==> src/rtl/vx_stream_wrr_arbiter.sv <==
// rtl/vx_stream_wrr_arbiter.sv - packet-aware weighted round-robin stream arbiter
//
// Merges NUM_REQS valid/ready beat streams into one registered output stream.
// A grant is held from the first beat to the last beat of a packet, so packets
// never interleave. After the packet completes, the grant can stay with the same
// requester for up to quota_in[g] packets, then it rotates.
//
// Ports:
//   clk, reset            clock, synchronous active-high reset
//   valid_in/data_in/last_in/ready_in   per-requester input beat handshake
//   quota_in              packets per turn for each requester (0 behaves as 1)
//   valid_out/data_out/last_out/sel_out registered output beat and source index
//   ready_out             downstream ready
module vx_stream_wrr_arbiter #(
    parameter int NUM_REQS = 4,
    parameter int DATAW    = 32,
    parameter int QUOTAW   = 4,
    localparam int SELW    = $clog2(NUM_REQS)
) (
    input  logic                       clk,
    input  logic                       reset,
    input  logic [NUM_REQS-1:0]        valid_in,
    input  logic [NUM_REQS*DATAW-1:0]  data_in,
    input  logic [NUM_REQS-1:0]        last_in,
    output logic [NUM_REQS-1:0]        ready_in,
    input  logic [NUM_REQS*QUOTAW-1:0] quota_in,
    output logic                       valid_out,
    output logic [DATAW-1:0]           data_out,
    output logic                       last_out,
    output logic [SELW-1:0]            sel_out,
    input  logic                       ready_out
);

    // CONT: a packet just ended with quota remaining; the grant stays only if
    // the same requester is still presenting a beat in this cycle.
    typedef enum logic [1:0] {
        IDLE   = 2'd0,
        LOCKED = 2'd1,
        CONT   = 2'd2
    } state_e;

    state_e            state_q, state_d;
    logic [SELW-1:0]   grant_q, grant_d;
    logic [SELW-1:0]   ptr_q, ptr_d;
    logic [QUOTAW-1:0] cnt_q, cnt_d;

    logic              valid_q;
    logic [DATAW-1:0]  data_q;
    logic              last_q;
    logic [SELW-1:0]   sel_q;

    logic              stage_ready;
    logic              grant_en;
    logic              xfer;
    logic [SELW-1:0]   cur_idx;
    logic [SELW-1:0]   cand;
    logic [SELW-1:0]   idle_idx;
    logic              idle_found;
    logic [QUOTAW-1:0] quota_sel;
    logic [QUOTAW-1:0] quota_eff;
    logic [QUOTAW-1:0] cnt_base;
    logic [DATAW-1:0]  beat_data;

    function automatic logic [SELW-1:0] wrap_inc(input logic [SELW-1:0] i);
        if (i == SELW'(NUM_REQS - 1)) begin
            return '0;
        end
        return i + SELW'(1);
    endfunction

    assign stage_ready = !valid_q || ready_out;

    // First valid requester at or after the rotation pointer, with wrap.
    always_comb begin
        idle_found = 1'b0;
        idle_idx   = ptr_q;
        cand       = ptr_q;
        for (int k = 0; k < NUM_REQS; k++) begin
            if (!idle_found && valid_in[cand]) begin
                idle_found = 1'b1;
                idle_idx   = cand;
            end
            cand = wrap_inc(cand);
        end
    end

    // Quota is only consumed when a turn starts from IDLE.
    assign quota_sel = quota_in[int'(idle_idx)*QUOTAW +: QUOTAW];
    assign quota_eff = (quota_sel == '0) ? QUOTAW'(1) : quota_sel;

    always_comb begin
        state_d  = state_q;
        grant_d  = grant_q;
        ptr_d    = ptr_q;
        cnt_d    = cnt_q;
        grant_en = 1'b0;
        cur_idx  = grant_q;
        cnt_base = cnt_q;

        case (state_q)
            IDLE: begin
                grant_en = idle_found;
                cur_idx  = idle_idx;
                cnt_base = quota_eff;
            end
            LOCKED: begin
                grant_en = 1'b1;
            end
            CONT: begin
                grant_en = 1'b1;
                if (!valid_in[grant_q]) begin
                    state_d = IDLE;
                    ptr_d   = wrap_inc(grant_q);
                end else begin
                    // Next packet has started presenting; hold it even if
                    // the output stage stalls this cycle.
                    state_d = LOCKED;
                end
            end
            default: begin
                state_d = IDLE;
            end
        endcase

        xfer = grant_en && stage_ready && valid_in[cur_idx];

        // A grant from IDLE is committed only once a beat actually moves.
        if (xfer) begin
            grant_d = cur_idx;
            if (last_in[cur_idx]) begin
                if (cnt_base == QUOTAW'(1)) begin
                    state_d = IDLE;
                    ptr_d   = wrap_inc(cur_idx);
                end else begin
                    state_d = CONT;
                    cnt_d   = cnt_base - QUOTAW'(1);
                end
            end else begin
                state_d = LOCKED;
                cnt_d   = cnt_base;
            end
        end
    end

    always_comb begin
        ready_in = '0;
        if (grant_en && stage_ready && !reset) begin
            ready_in[cur_idx] = 1'b1;
        end
    end

    assign beat_data = data_in[int'(cur_idx)*DATAW +: DATAW];

    always_ff @(posedge clk) begin
        if (reset) begin
            state_q <= IDLE;
            grant_q <= '0;
            ptr_q   <= '0;
            cnt_q   <= '0;
            valid_q <= 1'b0;
            data_q  <= '0;
            last_q  <= 1'b0;
            sel_q   <= '0;
        end else begin
            state_q <= state_d;
            grant_q <= grant_d;
            ptr_q   <= ptr_d;
            cnt_q   <= cnt_d;
            if (xfer) begin
                valid_q <= 1'b1;
                data_q  <= beat_data;
                last_q  <= last_in[cur_idx];
                sel_q   <= cur_idx;
            end else if (ready_out) begin
                valid_q <= 1'b0;
            end
        end
    end

    assign valid_out = valid_q;
    assign data_out  = data_q;
    assign last_out  = last_q;
    assign sel_out   = sel_q;

endmodule

==> config.mk <==
export PLATFORM = sky130hd
export DESIGN_NAME = vx_stream_wrr_arbiter
export DESIGN_NICKNAME = d
export VERILOG_FILES = /design/src/rtl/vx_stream_wrr_arbiter.sv
export SDC_FILE = /design/constraint.sdc
export NUM_CORES = 1
export LEC_CHECK = 0
export BUFFER_PORTS_ARGS = -buffer_cell sky130_fd_sc_hd__buf_2
export CAP_MARGIN = 40
export CORE_ASPECT_RATIO = 0.6
export CORE_MARGIN = 5
export CORE_UTILIZATION = 49
export DETAILED_ROUTE_END_ITERATION = 6
export PLACE_DENSITY = 0.87
export SYNTH_ARGS = -nofsm -noshare
export SYNTH_HDL_FRONTEND = slang
export SYNTH_SLANG_ARGS = --single-unit
export TNS_END_PERCENT = 5
==> constraint.sdc <==
create_clock -name clk -period 8.4 [get_ports clk]
set_input_delay 0.84 -clock clk [delete_from_list [all_inputs] [get_ports clk]]
set_output_delay 0.84 -clock clk [all_outputs]
set_load 0.02 [all_outputs]
Word-level counts from Yosys, hierarchy flattened. Index checks and enable logic that the tools add are counted.

Register bits after elaboration: 44. Word-level logic and storage cells: 113. Bits of input ports: 155.

$add $sub $neg: 6. Shift-type cells: 2. Eq/ne operators: 10. Multiplexer cells: 62. Reductions and logical operators: 19. Order comparisons: 7.

Operator list (number): 128-bit by 8-bit indexed part select with 32-bit output (1); 2-bit two-way mux (22); 1-bit two-way mux (25); 4-bit two-way mux (5); 2-bit by 3-bit less-than comparator with 1-bit output (second input constant) (6); 16-bit by 5-bit indexed part select with 4-bit output (1); 1-bit binary-select mux with 2-bit select (7); 2-bit equality test (second input constant) (6); 2-bit by 1-bit adder with 2-bit output (second input constant) (5); 1-bit logical AND (7); 1-bit zero test (5); 4-bit by 1-bit equality test with 1-bit output (second input constant) (1); 4-bit zero test (1); 2-bit case mux with 2 select lines (1); 2-bit OR reduction (2); 4-bit by 1-bit subtractor with 4-bit output (second input constant) (1); 1-bit demux with 2-bit select (1); 2-bit by 1-bit equality test with 1-bit output (second input constant) (1); 2-bit by 1-bit greater-or-equal comparator with 1-bit output (second input constant) (1); 2-bit zero test (1); 2-bit by 1-bit != test with 1-bit output (second input constant) (1); 2-bit != test (second input constant) (1); 1-bit case mux with 2 select lines (1); 2-bit AND reduction (1); other kinds (2) (2).

Depth between registers and ports, before layout. Gate-level depths: netlist of run 1.

Word-level depth: 25. Gate-level depth with buffers: 16.

Worst setup path before layout of run 1. Ideal clock, no wire load.

Path type: input -> output. Start: input port valid_in[3]. End: output port ready_in[0]. Data required time: 7.560 ns. Arrival: 3.089 ns. Cell stages on the path: 11. Buffers on the path: 4. Slack: 4.471 ns. Cells stage by stage: clkbuf_1 > mux2_2 > a31oi_1 > o211ai_1 > a221oi_2 > a21o_1 > buf_2 > clkbuf_1 > clkbuf_1 > ha_1 > and2_1.

Cells in the longest elaborated chain, start to end: 18. Elaborated cells on any way between the ends: 31. Classes of those cells: order compare (2); mux (20); reduce/logical (9).

RTL lines: start, declared (RTL line 22) `input logic [NUM_REQS-1:0] valid_in,`; 1-bit binary-select mux with 2-bit select (RTL line 79) `if (!idle_found && valid_in[cand]) begin`; 1-bit two-way mux (not written as such) (RTL line 79); 1-bit two-way mux (RTL line 79); 1-bit zero test (RTL line 79); 1-bit logical AND (RTL line 79); 1-bit two-way mux (RTL line 79); 1-bit zero test (RTL line 79); 1-bit logical AND (RTL line 79); [2 not listed]; 1-bit logical AND (RTL line 79); 2-bit two-way mux (RTL line 79); 2-bit two-way mux (RTL line 100) `case (state_q)`; 2-bit by 3-bit less-than comparator with 1-bit output (not written as such) / 2-bit by 1-bit greater-or-equal comparator with 1-bit output (equally long branches) (RTL line 148) `ready_in[cur_idx] = 1'b1;`; 1-bit logical AND (not written as such) (RTL line 148); 1-bit two-way mux (not written as such) (RTL line 148); 1-bit demux with 2-bit select (RTL line 148); 4-bit two-way mux (*) (RTL line 147) `if (grant_en && stage_ready && !reset) begin`; end, declared (RTL line 25) `output logic [NUM_REQS-1:0] ready_in,`.

Mark *: on every way between the ends. The rest lies on a longest branch, timed or not. The select of a mux whose other input is x is not followed.

Worst setup path in the final report of run 1.
Start: register ptr_q[0]. End: register ptr_q[0].

Cells in the longest elaborated chain, start to end: 23. Elaborated cells on any way between the ends: 58. Classes of those cells: add/sub (4); eq/ne (5); shift (1); mux (39); reduce/logical (9).

RTL lines: start, declared (RTL line 44) `logic [SELW-1:0] ptr_q, ptr_d;`; start signal, assigned (RTL line 167) `ptr_q <= ptr_d;`; parallel branches: the longest is 22 deep, another holds 2-bit by 1-bit adder with 2-bit output; 2-bit two-way mux (*) (RTL line 128) `if (xfer) begin`.

Every way passes the cells marked *. The select of a mux whose other input is x is not followed. A chain may end at the register's enable or synchronous reset.

==> results of run 1 <==
-- registers in the layout (all words and copies together) (netlist names) --
name	flops
cnt_q	4
data_out	32
last_out	1
ptr_q	2
sel_out	2
state_q	2
valid_out	1
-- Yosys cell counts, types with 8 or more instances --
| cell | instances |
|---|---|
| sky130_fd_sc_hd__and3_1 | 33 |
| sky130_fd_sc_hd__mux2i_1 | 16 |
| sky130_fd_sc_hd__o21ai_0 | 8 |
| sky130_fd_sc_hd__buf_2 | 12 |
| sky130_fd_sc_hd__clkbuf_1 | 30 |
| sky130_fd_sc_hd__dfxtp_1 | 44 |
| sky130_fd_sc_hd__inv_1 | 13 |
| sky130_fd_sc_hd__nand2_1 | 138 |
| sky130_fd_sc_hd__a311oi_1 | 33 |
| sky130_fd_sc_hd__nor2_1 | 57 |
| sky130_fd_sc_hd__a21oi_1 | 41 |
| sky130_fd_sc_hd__ha_1 | 12 |
-- per-layer routing --
layer	share of wire, %	wire [um]
met1	41	4970
met2	48	5830
met3	8.9	1080
met4	2.0	237
met5	0	0
-- layout make-up --
class | count | area [um^2] | area share, %
timing repair buffer | 201 | 1040 | 22.0
clock inverter | 2 | 35.0 | 0.744
sequential | 44 | 881 | 18.7
inverter | 14 | 52.6 | 1.12
tap | 91 | 114 | 2.42
clock buffer | 6 | 129 | 2.74
multi-input combinational | 417 | 2460 | 52.3
-- placed cells by master (no fill, tap or decap), types with 2 or more instances in the layout --
| cell | instances |
|---|---|
| sky130_fd_sc_hd__a211oi_1 | 2 |
| sky130_fd_sc_hd__xnor2_1 | 2 |
| sky130_fd_sc_hd__o21ai_0 | 8 |
| sky130_fd_sc_hd__nand3_1 | 5 |
| sky130_fd_sc_hd__a2bb2oi_1 | 2 |
| sky130_fd_sc_hd__inv_1 | 13 |
| sky130_fd_sc_hd__a31oi_1 | 4 |
| sky130_fd_sc_hd__o211ai_1 | 3 |
| sky130_fd_sc_hd__or3_1 | 3 |
| sky130_fd_sc_hd__and2_1 | 5 |
| sky130_fd_sc_hd__mux4_2 | 4 |
| sky130_fd_sc_hd__nand2b_1 | 3 |
| sky130_fd_sc_hd__mux2_2 | 5 |
| sky130_fd_sc_hd__and3_1 | 33 |
| sky130_fd_sc_hd__dfxtp_1 | 44 |
| sky130_fd_sc_hd__a311oi_1 | 33 |
| sky130_fd_sc_hd__nor2_1 | 57 |
| sky130_fd_sc_hd__a21oi_1 | 41 |
| sky130_fd_sc_hd__buf_4 | 6 |
| sky130_fd_sc_hd__nand4_1 | 4 |
| sky130_fd_sc_hd__clkbuf_16 | 5 |
| sky130_fd_sc_hd__buf_2 | 194 |
| sky130_fd_sc_hd__nand2_1 | 138 |
| sky130_fd_sc_hd__a32o_1 | 2 |
| sky130_fd_sc_hd__ha_1 | 12 |
| sky130_fd_sc_hd__mux2i_1 | 16 |
| sky130_fd_sc_hd__nor3_1 | 7 |
| sky130_fd_sc_hd__nor2b_1 | 3 |
-- through the flow --
step           setup slack [ns]  area (um^2)  util (%)  power (uW)  cells
2_1_floorplan              4.47         3580         -        1260    519
3_3_place_gp               2.34         4520      62.9        1460    765
3_5_place_dp               2.20         4540      63.2        1530    766
4_1_cts                    2.18         4700      65.5        1760    774
5_1_grt                    1.98         4710      65.6        1920    775
6_report                   2.34         4710      65.6        1760    775
-- worst min-delay path, stage by stage, from the launching register on --
cell and delay, ns:
sky130_fd_sc_hd__dfxtp_1 0.32, sky130_fd_sc_hd__a21oi_1 0.06, sky130_fd_sc_hd__nor2_1 0.07
-- power by group through the flow --
| stage | combinational, uW | sequential, uW | clock (uW) |
|---|---|---|---|
| finish | 1240 | 307 | 218 |
| global route | 1370 | 314 | 233 |
| CTS | 1230 | 306 | 224 |
| detailed placement | 1220 | 310 | 0 |
| global placement | 1160 | 308 | 0 |
| floorplan | 914 | 344 | 0 |
-- worst max-delay path by stage --
stage	to	slack, ns	depth (start not counted)
finish	ptr_q[0]$_SDFF_PP0_	2.34	15
global route	ptr_q[0]$_SDFF_PP0_	1.98	15
CTS	ptr_q[0]$_SDFF_PP0_	2.18	14
detailed placement	ptr_q[0]$_SDFF_PP0_	2.20	14
global placement	ptr_q[0]$_SDFF_PP0_	2.34	13
floorplan	ready_in[0]	4.47	11
-- cells by family after synthesis --
family	share of synthesized area, %
and+or+nand+nor	33.3
adders and majority gates	4.20
buffers and inverters	6.65
xor gates and xnor gates	0.490
DFF	24.6
AOI/OAI and AO/OA	22.2
muxes	8.57
==> metrics.log, run 1 <==
[metrics] source-to-sink clock delay at the later pin of the worst-skew pair: 0.28 ns
[metrics] Total Routing Usage GR: 24.9%
[metrics] most frequent cell on the critical path: sky130_fd_sc_hd__buf_4
[metrics] count of different cell masters after synthesis: 53
[metrics] DIE AREA: 0.00916 mm^2
[metrics] critical path data arrival time: 6.22 ns
[metrics] slack of the worst reg-to-reg path: 2.34 ns
[metrics] RD Place Congestion: 0.967
[metrics] antenna violations before repair: 0
[metrics] largest area contributor in the synthesized netlist: sky130_fd_sc_hd__dfxtp_1
[metrics] power share of the combinational group: 70.2%
[metrics] Placeable Area: 0.00718 mm^2
[metrics] count of antenna diodes in the layout: 0
[metrics] portion of the clock cycle consumed by the worst path in the final layout: 72.1%
[metrics] Congestion Overflow GR: 0
[metrics] Slowest-stage cell, CP: sky130_fd_sc_hd__dfxtp_1
[metrics] count of pins on the block boundary: 195
[metrics] tightest hold margin: 0.482 ns
[metrics] Post-DP HPWL: 9130 um
[metrics] first-pass GRT wire length: 19300 um
[metrics] routed wirelength normalized by instance count: 15.6 um
[metrics] number of enable flip-flop cells after synthesis: 0
[metrics] number of hold-repair buffers added at the cts stage: 0
[metrics] Reg clk slew, reported paths: 0.06 ns
[metrics] number of clock buffers inserted by TritonCTS: 5
[metrics] slew at the pin closest to its max-slew limit: 0.697 ns
[metrics] buffer and inverter count on the worst path: 5
[metrics] GRT Max-Usage Layer: met2
[metrics] Hold Path Depth: 2
[metrics] Post-Syn Nets: 686
[metrics] overall die height: 76.2 um
[metrics] worst reg-to-reg path cell count: 15
[metrics] Leakage: 0.00242 uW
[metrics] signed area change from the synthesized netlist to the final layout: 31.7%
[metrics] CTS tree: yes
[metrics] maximum clock insertion buffer count: 2
[metrics] fillcell total: 651
[metrics] register area share after synthesis: 24.6%
[metrics] mean instance size in the synthesized netlist: 6.89 um^2
[metrics] routed vias/inst: 5.67
[metrics] cell types occupying the most area after synthesis: sky130_fd_sc_hd__dfxtp_1 25%, sky130_fd_sc_hd__nand2_1 14%, sky130_fd_sc_hd__a311oi_1 8.1%, sky130_fd_sc_hd__nor2_1 6.0%, sky130_fd_sc_hd__and3_1 5.8%
[metrics] number of nets in the final layout: 850
[metrics] RR Startpoint: ptr_q[0]$_SDFF_PP0_
[metrics] slowest cell delay on critical path: 0.57 ns
[metrics] result of the run: finished, final reports clean
[metrics] clock root buffer: sky130_fd_sc_hd__clkbuf_16
[metrics] asr flop ratio synth: 0%
[metrics] critical path endpoint category: flip-flop
[metrics] post-cts gate resize count: 0
[metrics] proportion of layout cells with a drive suffix above 1: 33.3%
[metrics] global routing usage on met2: 41.8%
[metrics] port bufs: 194
[metrics] MaxCap Viol Count: 0
[metrics] router iterations before antenna repair: 5
[metrics] critical path peak fanout: 70
[metrics] Max Fclk: 0.165 GHz
[metrics] Clock Skews: 0.00441 ns
[metrics] count of yosys warnings during synthesis: 0
[metrics] post-synthesis cell area: 0.00358 mm^2
[metrics] gate family responsible for the most delay along the worst path: buffers and inverters
[metrics] maximum vdd drop: 0.256 mV
[metrics] Worst Hold Path EP: data_out[1]$_SDFFE_PP0P_
[metrics] worst min path class: reg2reg
[metrics] clock sinks: 44
[metrics] unrepaired setup endpoints after global routing: no
[metrics] total length of routed wires: 12100 um
[metrics] clock network fraction of total power: 12.4%
[metrics] # rows: 24
[metrics] Hold Fails Final Rpt: 0
[metrics] most frequently used flop master after synthesis: sky130_fd_sc_hd__dfxtp_1
[metrics] largest net degree at the start of global routing: 71
[metrics] drc violations: 0
[metrics] switching part of the total power: 50.5%
[metrics] critical path cell sequence: ha_1 > nor4b_2 > nand3_1 > a41o_1 > a221oi_2 > buf_4 > a21o_2 > buf_4 > inv_2 > buf_12 > mux4_2 > nand2b_2 > buf_4 > nor3b_2 > o311a_1
[metrics] met3 usage: 7.20%
[metrics] sum of negative setup slack: 0 ns
[metrics] number of instances in the synthesized netlist: 519
[metrics] initial core utilization: 49.8%
[metrics] via count of the first global-routing pass: 4167
[metrics] count of buffers added by post-CTS timing repair for setup: 0
[metrics] Period minus WS final: 6.06 ns
[metrics] H-tree levels: 2
[metrics] cell area power density: 374 mW/mm^2
[metrics] met1 Usage GRT: 30.7%
[metrics] part of the total power dissipated in sequential elements: 17.4%
[metrics] initial drt markers: 339
[metrics] post-detailed-route count of antenna-violating nets: 0
[metrics] Cell Int Power: 872 uW
[metrics] synthesis-stage register bit count: 44
[metrics] Switching Power: 889 uW
[metrics] sort of element at the start of the critical path: flip-flop
[metrics] via count of the routed design: 4391
[metrics] Final Setup Violations: 0
[metrics] fraction of post-synthesis cell area in the top cell type by area: 24.6%
[metrics] required time at the endpoint of the critical path: 8.57 ns
[metrics] crit path from: ptr_q[0]$_SDFF_PP0_
[metrics] critical register-to-register path endpoint: ptr_q[0]$_SDFF_PP0_
[metrics] Die X-Extent: 120 um
[metrics] origin of the worst min-delay path: data_out[1]$_SDFFE_PP0P_
[metrics] max-slew headroom at the worst pin: 53.5%
[metrics] max-slew violation count: 0
[metrics] Crit Path Class: reg2reg
No activity file was read; power rests on OpenSTA's default activity.
==> run 2: changes to the inputs <==
Settings changed: CORE_UTILIZATION 49 to 46, PLACE_DENSITY 0.87 to 0.82.
Clock period 8.4 ns to 5.9 ns, I/O delays scaled along.
==> run 2 against run 1 <==
Effect of this change: core utilization fell by 2.6 points; clock-buffer cell count did not move; first-iteration DRC count rose by 10%; register-to-register slack got worse by 1.1 ns; critical path depth fell by 3; fmax rose by 30%; via count rose by 1.5%; global-route usage fell by 0.19 points; non-clock buffer count fell by 1; critical endpoint is now cnt_q[3]$_SDFFE_PP0P_; largest power group unchanged; highest routed layer unchanged.
==> metrics.log, run 2 (same netlist as run 1, synthesis figures left out) <==
[metrics] switching part of the total power: 51.6%
[metrics] slew at the pin closest to its max-slew limit: 0.839 ns
[metrics] Max Fclk: 0.215 GHz
[metrics] Switching Power: 1260 uW
[metrics] DIE AREA: 0.00969 mm^2
[metrics] Total Routing Usage GR: 24.7%
[metrics] H-tree levels: 2
[metrics] sum of negative setup slack: 0 ns
[metrics] initial core utilization: 48.2%
[metrics] via count of the first global-routing pass: 4166
[metrics] critical path peak fanout: 69
[metrics] maximum clock insertion buffer count: 2
[metrics] area after detailed placement: 0.00454 mm^2
[metrics] MaxCap Viol Count: 0
[metrics] Leakage: 0.00240 uW
[metrics] slack of the worst reg-to-reg path: 1.25 ns
[metrics] Multi-input gate area: 0.00246 mm^2
[metrics] Congestion Overflow GR: 0
[metrics] slowest cell delay on critical path: 0.70 ns
[metrics] maximum vdd drop: 0.279 mV
[metrics] port bufs: 194
[metrics] router iterations before antenna repair: 6
[metrics] most frequent cells in the layout: 194 x sky130_fd_sc_hd__buf_2, 138 x sky130_fd_sc_hd__nand2_1, 57 x sky130_fd_sc_hd__nor2_1, 44 x sky130_fd_sc_hd__dfxtp_1, 41 x sky130_fd_sc_hd__a21oi_1
[metrics] number of clock buffers inserted by TritonCTS: 5
[metrics] number of hold-repair buffers added at the cts stage: 0
[metrics] routed vias/inst: 5.67
[metrics] signed area change from the synthesized netlist to the final layout: 30.7%
[metrics] critical path endpoint category: flip-flop
[metrics] most common cell after layout, fill and taps aside: sky130_fd_sc_hd__buf_2
[metrics] clock sinks: 44
[metrics] Reg clk slew, reported paths: 0.06 ns
[metrics] source-to-sink clock delay at the later pin of the worst-skew pair: 0.28 ns
[metrics] Crit Path Class: reg2reg
[metrics] cell count after placement: 779
[metrics] post-cts gate resize count: 0
[metrics] initial drt markers: 374
[metrics] sort of element at the start of the critical path: flip-flop
[metrics] # rows: 24
[metrics] fillcell total: 673
[metrics] count of buffers added by post-CTS timing repair for setup: 0
[metrics] result of the run: finished, final reports clean
[metrics] critical path cell sequence: ha_1 > nor4b_2 > nand3_1 > a41o_1 > a221oi_2 > buf_4 > a21o_2 > buf_4 > mux4_2 > a21oi_2 > a21bo_1 > a32o_1
[metrics] proportion of layout cells with a drive suffix above 1: 33.1%
[metrics] Slowest-stage cell, CP: sky130_fd_sc_hd__mux4_2
[metrics] Hold Path Depth: 2
[metrics] Post-DP HPWL: 9560 um
[metrics] power share of the combinational group: 71.4%
[metrics] utilization of the core after routing: 63.0%
[metrics] unrepaired setup endpoints after global routing: no
[metrics] RD Place Congestion: 0.945
[metrics] clock network fraction of total power: 10.7%
[metrics] count of antenna diodes in the layout: 0
[metrics] Period minus WS final: 4.65 ns
[metrics] portion of the clock cycle consumed by the worst path in the final layout: 78.9%
[metrics] clock root buffer: sky130_fd_sc_hd__clkbuf_16
[metrics] CTS tree: yes
[metrics] drc violations: 0
[metrics] max-slew violation count: 0
[metrics] most frequent cell on the critical path: sky130_fd_sc_hd__buf_4
[metrics] count of pins on the block boundary: 195
[metrics] overall die height: 78.3 um
[metrics] post-route non-filler standard cell count: 786
[metrics] total length of routed wires: 12500 um
[metrics] Final Setup Violations: 0
[metrics] post-detailed-route count of antenna-violating nets: 0
[metrics] largest net degree at the start of global routing: 70
[metrics] worst min path class: reg2reg
[metrics] antenna violations before repair: 0
[metrics] critical path data arrival time: 4.83 ns
[metrics] number of nets in the final layout: 849
[metrics] cell area power density: 521 mW/mm^2
[metrics] first-pass GRT wire length: 19700 um
[metrics] Clock Skews: 0.00375 ns
[metrics] post-route cell area: 0.00467 mm^2
[metrics] Pwr Total: 2440 uW
[metrics] part of the total power dissipated in sequential elements: 17.9%
[metrics] Placeable Area: 0.00742 mm^2
[metrics] routed wirelength normalized by instance count: 15.9 um
[metrics] Die X-Extent: 124 um
[metrics] required time at the endpoint of the critical path: 6.08 ns
[metrics] Cell Int Power: 1180 uW
[metrics] sequential cell area: 881 um^2
[metrics] worst reg-to-reg path cell count: 12
[metrics] Hold Fails Final Rpt: 0
[metrics] via count of the routed design: 4459
[metrics] max-slew headroom at the worst pin: 44.1%
[metrics] Largest register FFs: 32
[run 2: cell types whose count changed in the layout (fill, tap and decap cells not counted)]
| cell | change |
|---|---|
| sky130_fd_sc_hd__buf_12 | -1 |
| sky130_fd_sc_hd__bufinv_16 | -1 |
[run 2: power by group through the flow]
stage	Sequential [uW]	Clock, uW	Combinational, uW
after floorplan	490	0	1300
after global placement	438	0	1670
after detailed placement	441	0	1730
after CTS	436	269	1730
after global routing	448	286	1930
final	437	260	1740
[run 2: worst paths after layout]
path | startpoint | to
min reg2reg | data_out[3]$_SDFFE_PP0P_ | data_out[3]$_SDFFE_PP0P_
max | ptr_q[0]$_SDFF_PP0_ | cnt_q[3]$_SDFFE_PP0P_
max reg2reg | ptr_q[0]$_SDFF_PP0_ | cnt_q[3]$_SDFFE_PP0P_
min | data_out[3]$_SDFFE_PP0P_ | data_out[3]$_SDFFE_PP0P_
[run 2: final cells by class]
class	instances	share of cell area, %
Timing Repair Buffer	200	21.7
Multi-Input combinational cell	417	52.6
Clock inverter	1	0.107
Clock buffer	6	2.76
Sequential cell	44	18.8
Tap cell	104	2.78
Inverter	14	1.12
[run 2: routing by layer]
layer / track usage (%) / vias to the layer above / wire [um]
met5: 0 / - / 0
met4: 6.85 / 0 / 250
met3: 6.39 / 34 / 1330
met2: 41.2 / 260 / 5890
met1: 31.5 / 2021 / 5050
li1: - / 2144 / -
[run 2: critical path: cells and delay by family (launching register included)]
| family | cells | cell delay, ns |
|---|---|---|
| AO/OA/AOI/OAI | 6 | 1.52 |
| adder cells (fa/ha/maj) | 1 | 0.46 |
| buffers and inverters | 2 | 0.79 |
| flip-flops | 1 | 0.56 |
| multiplexers | 1 | 0.70 |
| AND/OR/NAND/NOR | 2 | 0.48 |
[run 2: per-stage QoR]
stage | hold slack (ns) | setup slack [ns]
2_1_floorplan | 0.460 | 2.10
3_3_place_gp | 0.466 | 1.56
3_5_place_dp | 0.474 | 1.31
4_1_cts | 0.488 | 1.29
5_1_grt | 0.514 | 0.867
6_report | 0.481 | 1.25
==> run 3: changes to the inputs <==
Clock period 5.9 ns to 4.9 ns, I/O delays scaled along.
==> run 3 against run 2 <==
Effect of this change: critical path type unchanged; largest cell class unchanged; worst hold slack hardly changed; largest power group unchanged; final cell count grew 0.25%; setup slack worse by 0.82 ns; final area grew 0.72%; critical endpoint is now ptr_q[1]$_SDFF_PP0_.
==> metrics.log, run 3 (same netlist as run 1, synthesis figures left out) <==
[metrics] clock network fraction of total power: 11.4%
[metrics] Reg clk slew, reported paths: 0.06 ns
[metrics] first-pass GRT wire length: 19100 um
[metrics] worst min path class: reg2reg
[metrics] slowest cell delay on critical path: 0.57 ns
[metrics] Hold Fails Final Rpt: 0
[metrics] clock sinks: 44
[metrics] proportion of layout cells with a drive suffix above 1: 33.5%
[metrics] post-route setup slack: 0.429 ns
[metrics] count of pins on the block boundary: 195
[metrics] overall die height: 78.3 um
[metrics] critical path endpoint category: flip-flop
[metrics] initial drt markers: 278
[metrics] max-slew headroom at the worst pin: 45.1%
[metrics] Max Fclk: 0.224 GHz
[metrics] Total Routing Usage GR: 23.6%
[metrics] signed area change from the synthesized netlist to the final layout: 31.7%
[metrics] buffer and inverter count on the worst path: 1
[metrics] pre-CTS worst setup slack: 0.529 ns
[metrics] largest net degree at the start of global routing: 70
[metrics] most common cell after layout, fill and taps aside: sky130_fd_sc_hd__buf_2
[metrics] Post-DP HPWL: 9490 um
[metrics] # rows: 24
[metrics] portion of the clock cycle consumed by the worst path in the final layout: 91.2%
[metrics] power share of the combinational group: 71.0%
[metrics] RD Place Congestion: 0.906
[metrics] MaxCap Viol Count: 0
[metrics] drc violations: 0
[metrics] via count of the routed design: 4367
[metrics] Clock Skews: 0.00235 ns
[metrics] unrepaired setup endpoints after global routing: no
[metrics] Period minus WS final: 4.47 ns
[metrics] number of hold-repair buffers added at the cts stage: 0
[metrics] max-slew violation count: 0
[metrics] switching part of the total power: 50.7%
[metrics] Slowest-stage cell, CP: sky130_fd_sc_hd__dfxtp_1
[metrics] post-detailed-route count of antenna-violating nets: 0
[metrics] via count of the first global-routing pass: 4170
[metrics] critical path data arrival time: 4.60 ns
[metrics] fillcell total: 699
[metrics] utilization of the core after routing: 63.5%
[metrics] antenna violations before repair: 0
[metrics] number of nets in the final layout: 851
[metrics] result of the run: finished, final reports clean
[metrics] Congestion Overflow GR: 0
[metrics] post-cts gate resize count: 0
[metrics] slack of the worst reg-to-reg path: 0.43 ns
[metrics] Final Setup Violations: 0
[metrics] sort of element at the start of the critical path: flip-flop
[metrics] number of clock buffers inserted by TritonCTS: 5
[metrics] part of the total power dissipated in sequential elements: 17.7%
[metrics] routed vias/inst: 5.54
[metrics] Placeable Area: 0.00742 mm^2
[metrics] critical path peak fanout: 14
[metrics] Die X-Extent: 124 um
[metrics] most frequent cells in the layout: 194 x sky130_fd_sc_hd__buf_2, 138 x sky130_fd_sc_hd__nand2_1, 57 x sky130_fd_sc_hd__nor2_1, 44 x sky130_fd_sc_hd__dfxtp_1, 41 x sky130_fd_sc_hd__a21oi_1
[metrics] maximum clock insertion buffer count: 2
[metrics] port bufs: 194
[metrics] Leakage: 0.00242 uW
[metrics] routed wirelength normalized by instance count: 15.6 um
[metrics] Largest register FFs: 32
[metrics] count of antenna diodes in the layout: 0
[metrics] DIE AREA: 0.00969 mm^2
[metrics] slew at the pin closest to its max-slew limit: 0.823 ns
[metrics] Crit Path Class: reg2reg
[metrics] router iterations before antenna repair: 5
[metrics] gate family responsible for the most delay along the worst path: simple AND/OR/NAND/NOR gates
[metrics] Cell Int Power: 1470 uW
[metrics] Switching Power: 1510 uW
[metrics] source-to-sink clock delay at the later pin of the worst-skew pair: 0.27 ns
[metrics] clock root buffer: sky130_fd_sc_hd__clkbuf_16
[metrics] total length of routed wires: 12300 um
[metrics] sum of negative setup slack: 0 ns
[metrics] H-tree levels: 2
[metrics] cell area power density: 632 mW/mm^2
[metrics] CTS tree: yes
[metrics] most frequent cell on the critical path: sky130_fd_sc_hd__mux2i_1
[metrics] initial core utilization: 48.2%
[metrics] count of buffers added by post-CTS timing repair for setup: 0
[metrics] maximum vdd drop: 0.301 mV
[metrics] critical path cell sequence: ha_1 > nor4b_2 > nand3_1 > a41o_1 > a221oi_2 > buf_4 > mux2i_1 > mux2i_1 > mux2i_1 > ha_1 > nor3b_1 > a31oi_1 > nor3b_2 > mux2i_1 > nor2_1
[metrics] required time at the endpoint of the critical path: 5.03 ns
## run 3: cell types whose count changed in the layout (fill, tap and decap cells not counted), sizes merged
cell    change
buf         +2
clkbuf      +1
clkinv      -1
## run 3: worst register-to-register path: stages, from the launching register on
cell and delay [ns]:
sky130_fd_sc_hd__dfxtp_1 0.57, sky130_fd_sc_hd__ha_1 0.48, sky130_fd_sc_hd__nor4b_2 0.32, sky130_fd_sc_hd__nand3_1 0.13
sky130_fd_sc_hd__a41o_1 0.24, sky130_fd_sc_hd__a221oi_2 0.27, sky130_fd_sc_hd__buf_4 0.26, sky130_fd_sc_hd__mux2i_1 0.24
sky130_fd_sc_hd__mux2i_1 0.11, sky130_fd_sc_hd__mux2i_1 0.36, sky130_fd_sc_hd__ha_1 0.27, sky130_fd_sc_hd__nor3b_1 0.28
sky130_fd_sc_hd__a31oi_1 0.12, sky130_fd_sc_hd__nor3b_2 0.38, sky130_fd_sc_hd__mux2i_1 0.23, sky130_fd_sc_hd__nor2_1 0.05
## run 3: cell type report
cell class                      instances  area (um^2)  area share (%)
Multi-Input combinational cell        417         2460            52.3
Timing Repair Buffer                  202         1030            21.9
Sequential cell                        44          881            18.7
Clock buffer                            7          153            3.24
Tap cell                              104          130            2.76
Inverter                               14         52.6            1.12
## run 3: power groups by stage
| stage | clock, uW | sequential (uW) | combinational (uW) |
|---|---|---|---|
| final | 338 | 525 | 2110 |
| after CTS | 346 | 523 | 2110 |
| after global routing | 361 | 535 | 2350 |
| after floorplan | 0 | 590 | 1570 |
| after global placement | 0 | 527 | 2020 |
| after detailed placement | 0 | 530 | 2110 |
## run 3: path summary, 6_finish.rpt
check | cells past startpoint | to | startpoint
worst min register to register | 2 | data_out[31]$_SDFFE_PP0P_ | data_out[31]$_SDFFE_PP0P_
worst max-delay path | 15 | ptr_q[1]$_SDFF_PP0_ | ptr_q[0]$_SDFF_PP0_
worst min-delay path | 2 | data_out[31]$_SDFFE_PP0P_ | data_out[31]$_SDFFE_PP0P_
worst max register to register | 15 | ptr_q[1]$_SDFF_PP0_ | ptr_q[0]$_SDFF_PP0_
## run 3: layer usage
metal / track usage [%] / share of wire (%) / up-vias
met2: 39.6 / 47 / 224
met1: 30.1 / 41 / 1976
met4: 6.19 / 2.1 / 0
met5: 0 / 0 / -
met3: 6.03 / 9.6 / 22
li1: - / - / 2145
## run 3: stage by stage
stage / power [uW] / std cells / area [um^2] / hold slack, ns
3_3_place_gp: 2550 / 781 / 4560 / 0.464
3_5_place_dp: 2640 / 781 / 4560 / 0.471
4_1_cts: 2980 / 788 / 4710 / 0.483
6_report: 2970 / 788 / 4710 / 0.481
5_1_grt: 3250 / 788 / 4710 / 0.513
2_1_floorplan: 2160 / 519 / 3580 / 0.460
